File: src/rtl/fetch_buffer.sv
// Instruction fetch stage: PC generation, req/gnt memory requests, prefetch FIFO
// and a valid/ready instruction stream toward decode, with redirect flush.
module fetch_buffer #(
  parameter int unsigned       ADDR_W   = 32,
  parameter int unsigned       DEPTH    = 4,
  parameter logic [ADDR_W-1:0] RESET_PC = '0
) (
  input  logic              clk,
  input  logic              rst,
  input  logic              halt,
  input  logic              priv_in,
  input  logic              redirect,
  input  logic [ADDR_W-1:0] redirect_pc,
  output logic              mem_req,
  output logic [ADDR_W-1:0] mem_addr,
  input  logic              mem_gnt,
  input  logic              mem_rvalid,
  input  logic [31:0]       mem_rdata,
  output logic              out_valid,
  input  logic              out_ready,
  output logic [28:0]       out_instr,
  output logic [2:0]        out_pred,
  output logic [ADDR_W-1:0] out_pc,
  output logic              out_priv
);

  localparam int unsigned PTR_W = (DEPTH > 1) ? $clog2(DEPTH) : 1;
  localparam int unsigned CNT_W = PTR_W + 1;
  localparam int unsigned SUM_W = CNT_W + 1;
  localparam logic [ADDR_W-1:0] ALIGN_MASK = ~ADDR_W'(3);

  logic [ADDR_W-1:0] fetch_pc;
  logic [CNT_W-1:0]  count;
  logic [CNT_W-1:0]  inflight;
  logic [CNT_W-1:0]  drop;
  logic [PTR_W-1:0]  head;
  logic [PTR_W-1:0]  tail;
  logic [PTR_W-1:0]  tag_rd;
  logic [PTR_W-1:0]  tag_wr;

  // Prefetch FIFO storage
  logic [31:0]       word_mem [DEPTH];
  logic [ADDR_W-1:0] pc_mem   [DEPTH];
  logic              priv_mem [DEPTH];

  // Per-request tags, written at grant and consumed in order by responses
  logic [ADDR_W-1:0] tag_pc   [DEPTH];
  logic              tag_priv [DEPTH];

  logic             grant;
  logic             rsp;
  logic             push;
  logic             pop;
  logic [SUM_W-1:0] occupancy;

  // Issue uses only registered counts, so out_ready never reaches mem_req
  always_comb begin
    occupancy = SUM_W'(count) + SUM_W'(inflight);
    mem_req   = !rst && !halt && !redirect && (occupancy < SUM_W'(DEPTH));
    mem_addr  = fetch_pc;
    grant     = mem_req && mem_gnt;
    rsp       = mem_rvalid && (inflight != '0);
    push      = rsp && !redirect && (drop == '0);
    out_valid = (count != '0);
    pop       = out_valid && out_ready && !redirect;
  end

  always_comb begin
    out_instr = '0;
    out_pred  = '0;
    out_pc    = '0;
    out_priv  = 1'b0;
    if (out_valid) begin
      out_instr = word_mem[head][28:0];
      out_pred  = word_mem[head][31:29];
      out_pc    = pc_mem[head];
      out_priv  = priv_mem[head];
    end
  end

  always_ff @(posedge clk or posedge rst) begin
    if (rst) begin
      fetch_pc <= RESET_PC;
      count    <= '0;
      inflight <= '0;
      drop     <= '0;
      head     <= '0;
      tail     <= '0;
      tag_rd   <= '0;
      tag_wr   <= '0;
    end else begin
      if (grant) begin
        fetch_pc <= fetch_pc + ADDR_W'(4);
        tag_wr   <= tag_wr + PTR_W'(1);
      end
      if (rsp) tag_rd <= tag_rd + PTR_W'(1);

      if (grant && !rsp)      inflight <= inflight + CNT_W'(1);
      else if (!grant && rsp) inflight <= inflight - CNT_W'(1);

      if (redirect) begin
        // Everything still outstanding after this cycle belongs to the old stream
        fetch_pc <= redirect_pc & ALIGN_MASK;
        head     <= '0;
        tail     <= '0;
        count    <= '0;
        drop     <= inflight + CNT_W'(grant) - CNT_W'(rsp);
      end else begin
        if (rsp && (drop != '0)) drop <= drop - CNT_W'(1);
        if (push) tail <= tail + PTR_W'(1);
        if (pop)  head <= head + PTR_W'(1);
        if (push && !pop)      count <= count + CNT_W'(1);
        else if (pop && !push) count <= count - CNT_W'(1);
      end
    end
  end

  // Data-path storage needs no reset; visibility is gated by count
  always_ff @(posedge clk) begin
    if (grant) begin
      tag_pc[tag_wr]   <= fetch_pc;
      tag_priv[tag_wr] <= priv_in;
    end
    if (push) begin
      word_mem[tail] <= mem_rdata;
      pc_mem[tail]   <= tag_pc[tag_rd];
      priv_mem[tail] <= tag_priv[tag_rd];
    end
  end

endmodule

File: config.mk
export PLATFORM = sky130hd
export DESIGN_NAME = fetch_buffer
export DESIGN_NICKNAME = d
export VERILOG_FILES = /design/src/rtl/fetch_buffer.sv
export SDC_FILE = /design/constraint.sdc
export NUM_CORES = 1
export LEC_CHECK = 0
export ABC_CLOCK_PERIOD_IN_PS = 10000
export BUFFER_PORTS_ARGS = -buffer_cell sky130_fd_sc_hd__buf_2
export CAP_MARGIN = 0
export CORE_UTILIZATION = 33
export DETAILED_ROUTE_END_ITERATION = 8
export SLEW_MARGIN = 20
export SYNTH_ARGS = -nofsm -noshare
export SYNTH_HDL_FRONTEND = slang
export SYNTH_SLANG_ARGS = --single-unit
File: constraint.sdc
create_clock -name clk -period 10 [get_ports clk]
set_clock_uncertainty 0.2 [all_clocks]
set_input_delay 0 -clock clk [delete_from_list [all_inputs] [get_ports clk]]
set_output_delay 0 -clock clk [all_outputs]
set_load 0.01 [all_outputs]
==> results_dict.tcl <==
set metrics [dict create \
    outcome "finished, violations left" \
    violations "hold timing" \
    final_common_cell "edfxtp_1" \
    synth_flop_cell "edfxtp_1" \
    nNetsFinal 1339 \
    syn_to_final_growth_pct 28.4 \
    antenna_cells 0 \
    antenna_found_initial 0 \
    h-tree-depth 2 \
    grtUsageTotal 0.149 \
    drt-pass1-iter-count 5 \
    layout_common_cells "376 x edfxtp_1, 168 x dlygate4sd3_1, 164 x buf_2, 94 x mux4_2, 70 x and2_1" \
    fin_tns_setup_ns 0 \
    grt_remaining_overflow 0 \
    placed_area_um2 18500 \
    timing.final.crit_share 0.371 \
    ios 171 \
    grt_max_degree 66 \
    setup_viol 0 \
    seqPwrFrac 0.440 \
    hold_viol_final 47 \
    start_util 0.336 \
    die_area_um2 52200 \
    rows 82 \
    tightest_slew_ns 1.12 \
    yosysWarnings 0 \
    min_path_type "in -> async" \
    fillers 4403 \
    gp_congestion 0.758 \
    die_h_um 228 \
    leakage_nw 7.62 \
    core-area_um2 50400 \
    crit_path_max_fanout 34 \
    fin_hold_ws_ns -0.0397 \
    p_comb_frac 0.240 \
    place_ws_ns 6.45 \
    setup_slack_ns 6.29 \
    async_flop_share 0.111 \
    cts_buffers 46 \
    ys_seq_area_frac 0.736 \
    slew_headroom 0.252 \
    worstSetupPathType "reg -> reg" \
    synth_area_per_cell_um2 18.9 \
    peakVddDrop_mv 0.134 \
    dp_hpwl_mm 21.4 \
    p_clk_frac 0.320 \
    start_kind "flip-flop" \
    min_period_ns 3.71 \
    grt_pass1_wl_mm 59.1 \
    clk_latency_ns 0.57 \
    fmax_ghz 0.269 \
    power_switching_w 0.00143 \
    synth_edf_count 376 \
    cts_buffer_depth 3 \
    grt_setup_unrepaired "no" \
    first_iter_violations 638 \
    netSwitchingFraction 0.280 \
    cts_tree "yes" \
    via_per_inst 4.85 \
    drv_cap 0 \
    route.detailed.drc 0 \
    io_buffers 164 \
    dieWidth_um 228 \
    vias 9489 \
    grt_pass1_vias 9753 \
    netlist_area_um2 16900 \
    cp.arrival_ns 4.02 \
    cts-root-buf "clkbuf_16" \
    synthCells 898 \
    p_int_w 0.00369 \
    final_area_um2 21700 \
    totalWireLength_mm 38.6 \
    synth-seq-cells 423 \
    slew_viol_final 0 \
    wl_per_cell_um 19.7 \
    power_density_nw_per_um2 236 \
    ant_nets 0 \
    end_kind "flip-flop" \
    clkTransAtPathRegs_ns 0.06 \
    critPathRequiredTime_ns 10.31 \
    synth_cell_types 49 \
    cts.sinks 423 \
    drive_gt1_frac 0.273 \
]
[cells by family after synthesis]
kind of cell / count (synthesis) / synth area share
AO/OA/AOI/OAI: 72 / 0.0285
AND/OR/NAND/NOR: 200 / 0.0659
XOR/XNOR: 18 / 0.00931
flip-flops: 423 / 0.736
multiplexers: 98 / 0.127
other: 1 / 0.000222
buffers and inverters: 67 / 0.0167
adder cells (fa/ha/maj): 19 / 0.0154
[cell usage after synthesis, drive strengths merged (2+ instances only)]
cell type,number,share of area
xor2,6,0.0031
and2,74,0.027
ha,16,0.012
nand4,9,0.0046
nand2,50,0.011
a21o,2,0.00089
nor3,5,0.0015
nor2,23,0.0051
mux4,94,0.13
dfrtp,47,0.069
and3,10,0.0037
fa,3,0.0035
nand3,14,0.0041
xnor2,12,0.0062
and4,3,0.0016
a31oi,8,0.0030
inv,20,0.0044
a221o,2,0.0012
edfxtp,376,0.67
a32oi,4,0.0021
o211ai,9,0.0040
clkbuf,29,0.0064
nand2b,4,0.0015
mux2i,3,0.0018
o21ai,29,0.0086
o31ai,3,0.0013
buf,18,0.0058
o311ai,7,0.0036
nor4,3,0.0029
a41oi,4,0.0021
[registers in the layout, indices dropped and copies added (netlist names), 4 cells and up]
name and count:
mem_addr 30, priv_mem 4, word_mem 128, tag_pc 120, tag_priv 4, pc_mem 120
[per-stage QoR]
stage,total power (W),std cells,util
2_1_floorplan,0.00305,901,-
5_1_grt,0.00538,1956,0.431
4_1_cts,0.00521,1952,0.430
3_5_place_dp,0.00349,1700,0.367
6_report,0.00512,1956,0.431
3_3_place_gp,0.00347,1700,0.367
[per-layer routing]
metal	GRT usage	part of all wire	vias up
met1	0.192	0.43	4895
met2	0.251	0.49	273
met3	0.0332	0.053	61
met5	0	0	-
li1	-	-	4260
met4	0.0426	0.023	0
[worst max-delay path, stage by stage (launching register included)]
cell and delay, ns:
dfrtp_1 0.46, ha_1 0.31, nand3_1 0.09, nand4_1 0.11
buf_4 0.37, inv_2 0.30, nor2_2 0.79, o21ai_0 0.24
o311ai_0 0.16, dlygate4sd3_1 0.59
[repair_timing]
item,CTS,global route
hold buffers,168,0
setup buffers,0,0
hold endpoints to repair,224,0
resized for setup,0,0
[path summary, 6_finish.rpt]
check	from	cells past startpoint	slack [ns]	endpoint
hold reg to reg	inflight[2]	1	0.37	inflight[2]
setup / recovery	inflight[1]	9	6.29	mem_addr[14]
max in group asynchronous	rst	3	9.03	head[0]
hold / removal	rst	3	-0.04	mem_addr[12]
min in group clk	priv_in	2	0.04	tag_priv[3]
setup reg to reg	inflight[1]	9	6.29	mem_addr[14]
[final cells by class]
class                           instances  area [µm²]  share of cell area
Sequential cell                       423       12500               0.574
Multi-Input combinational cell        411        4200               0.193
Clock inverter                         17         183             0.00841
Tap cell                              672         841              0.0387
Clock buffer                           67        1280              0.0590
Timing Repair Buffer                  346        2670               0.123
Inverter                               20        76.3             0.00351
[power groups by stage]
stage,Clock [W],Combinational (W),Sequential [W]
after floorplan,0,0.000849,0.00220
after global placement,0,0.00118,0.00229
after detailed placement,0,0.00120,0.00229
after CTS,0.00169,0.00126,0.00226
after global routing,0.00176,0.00135,0.00227
final,0.00164,0.00123,0.00225
Power figures use the tool's default switching activity.
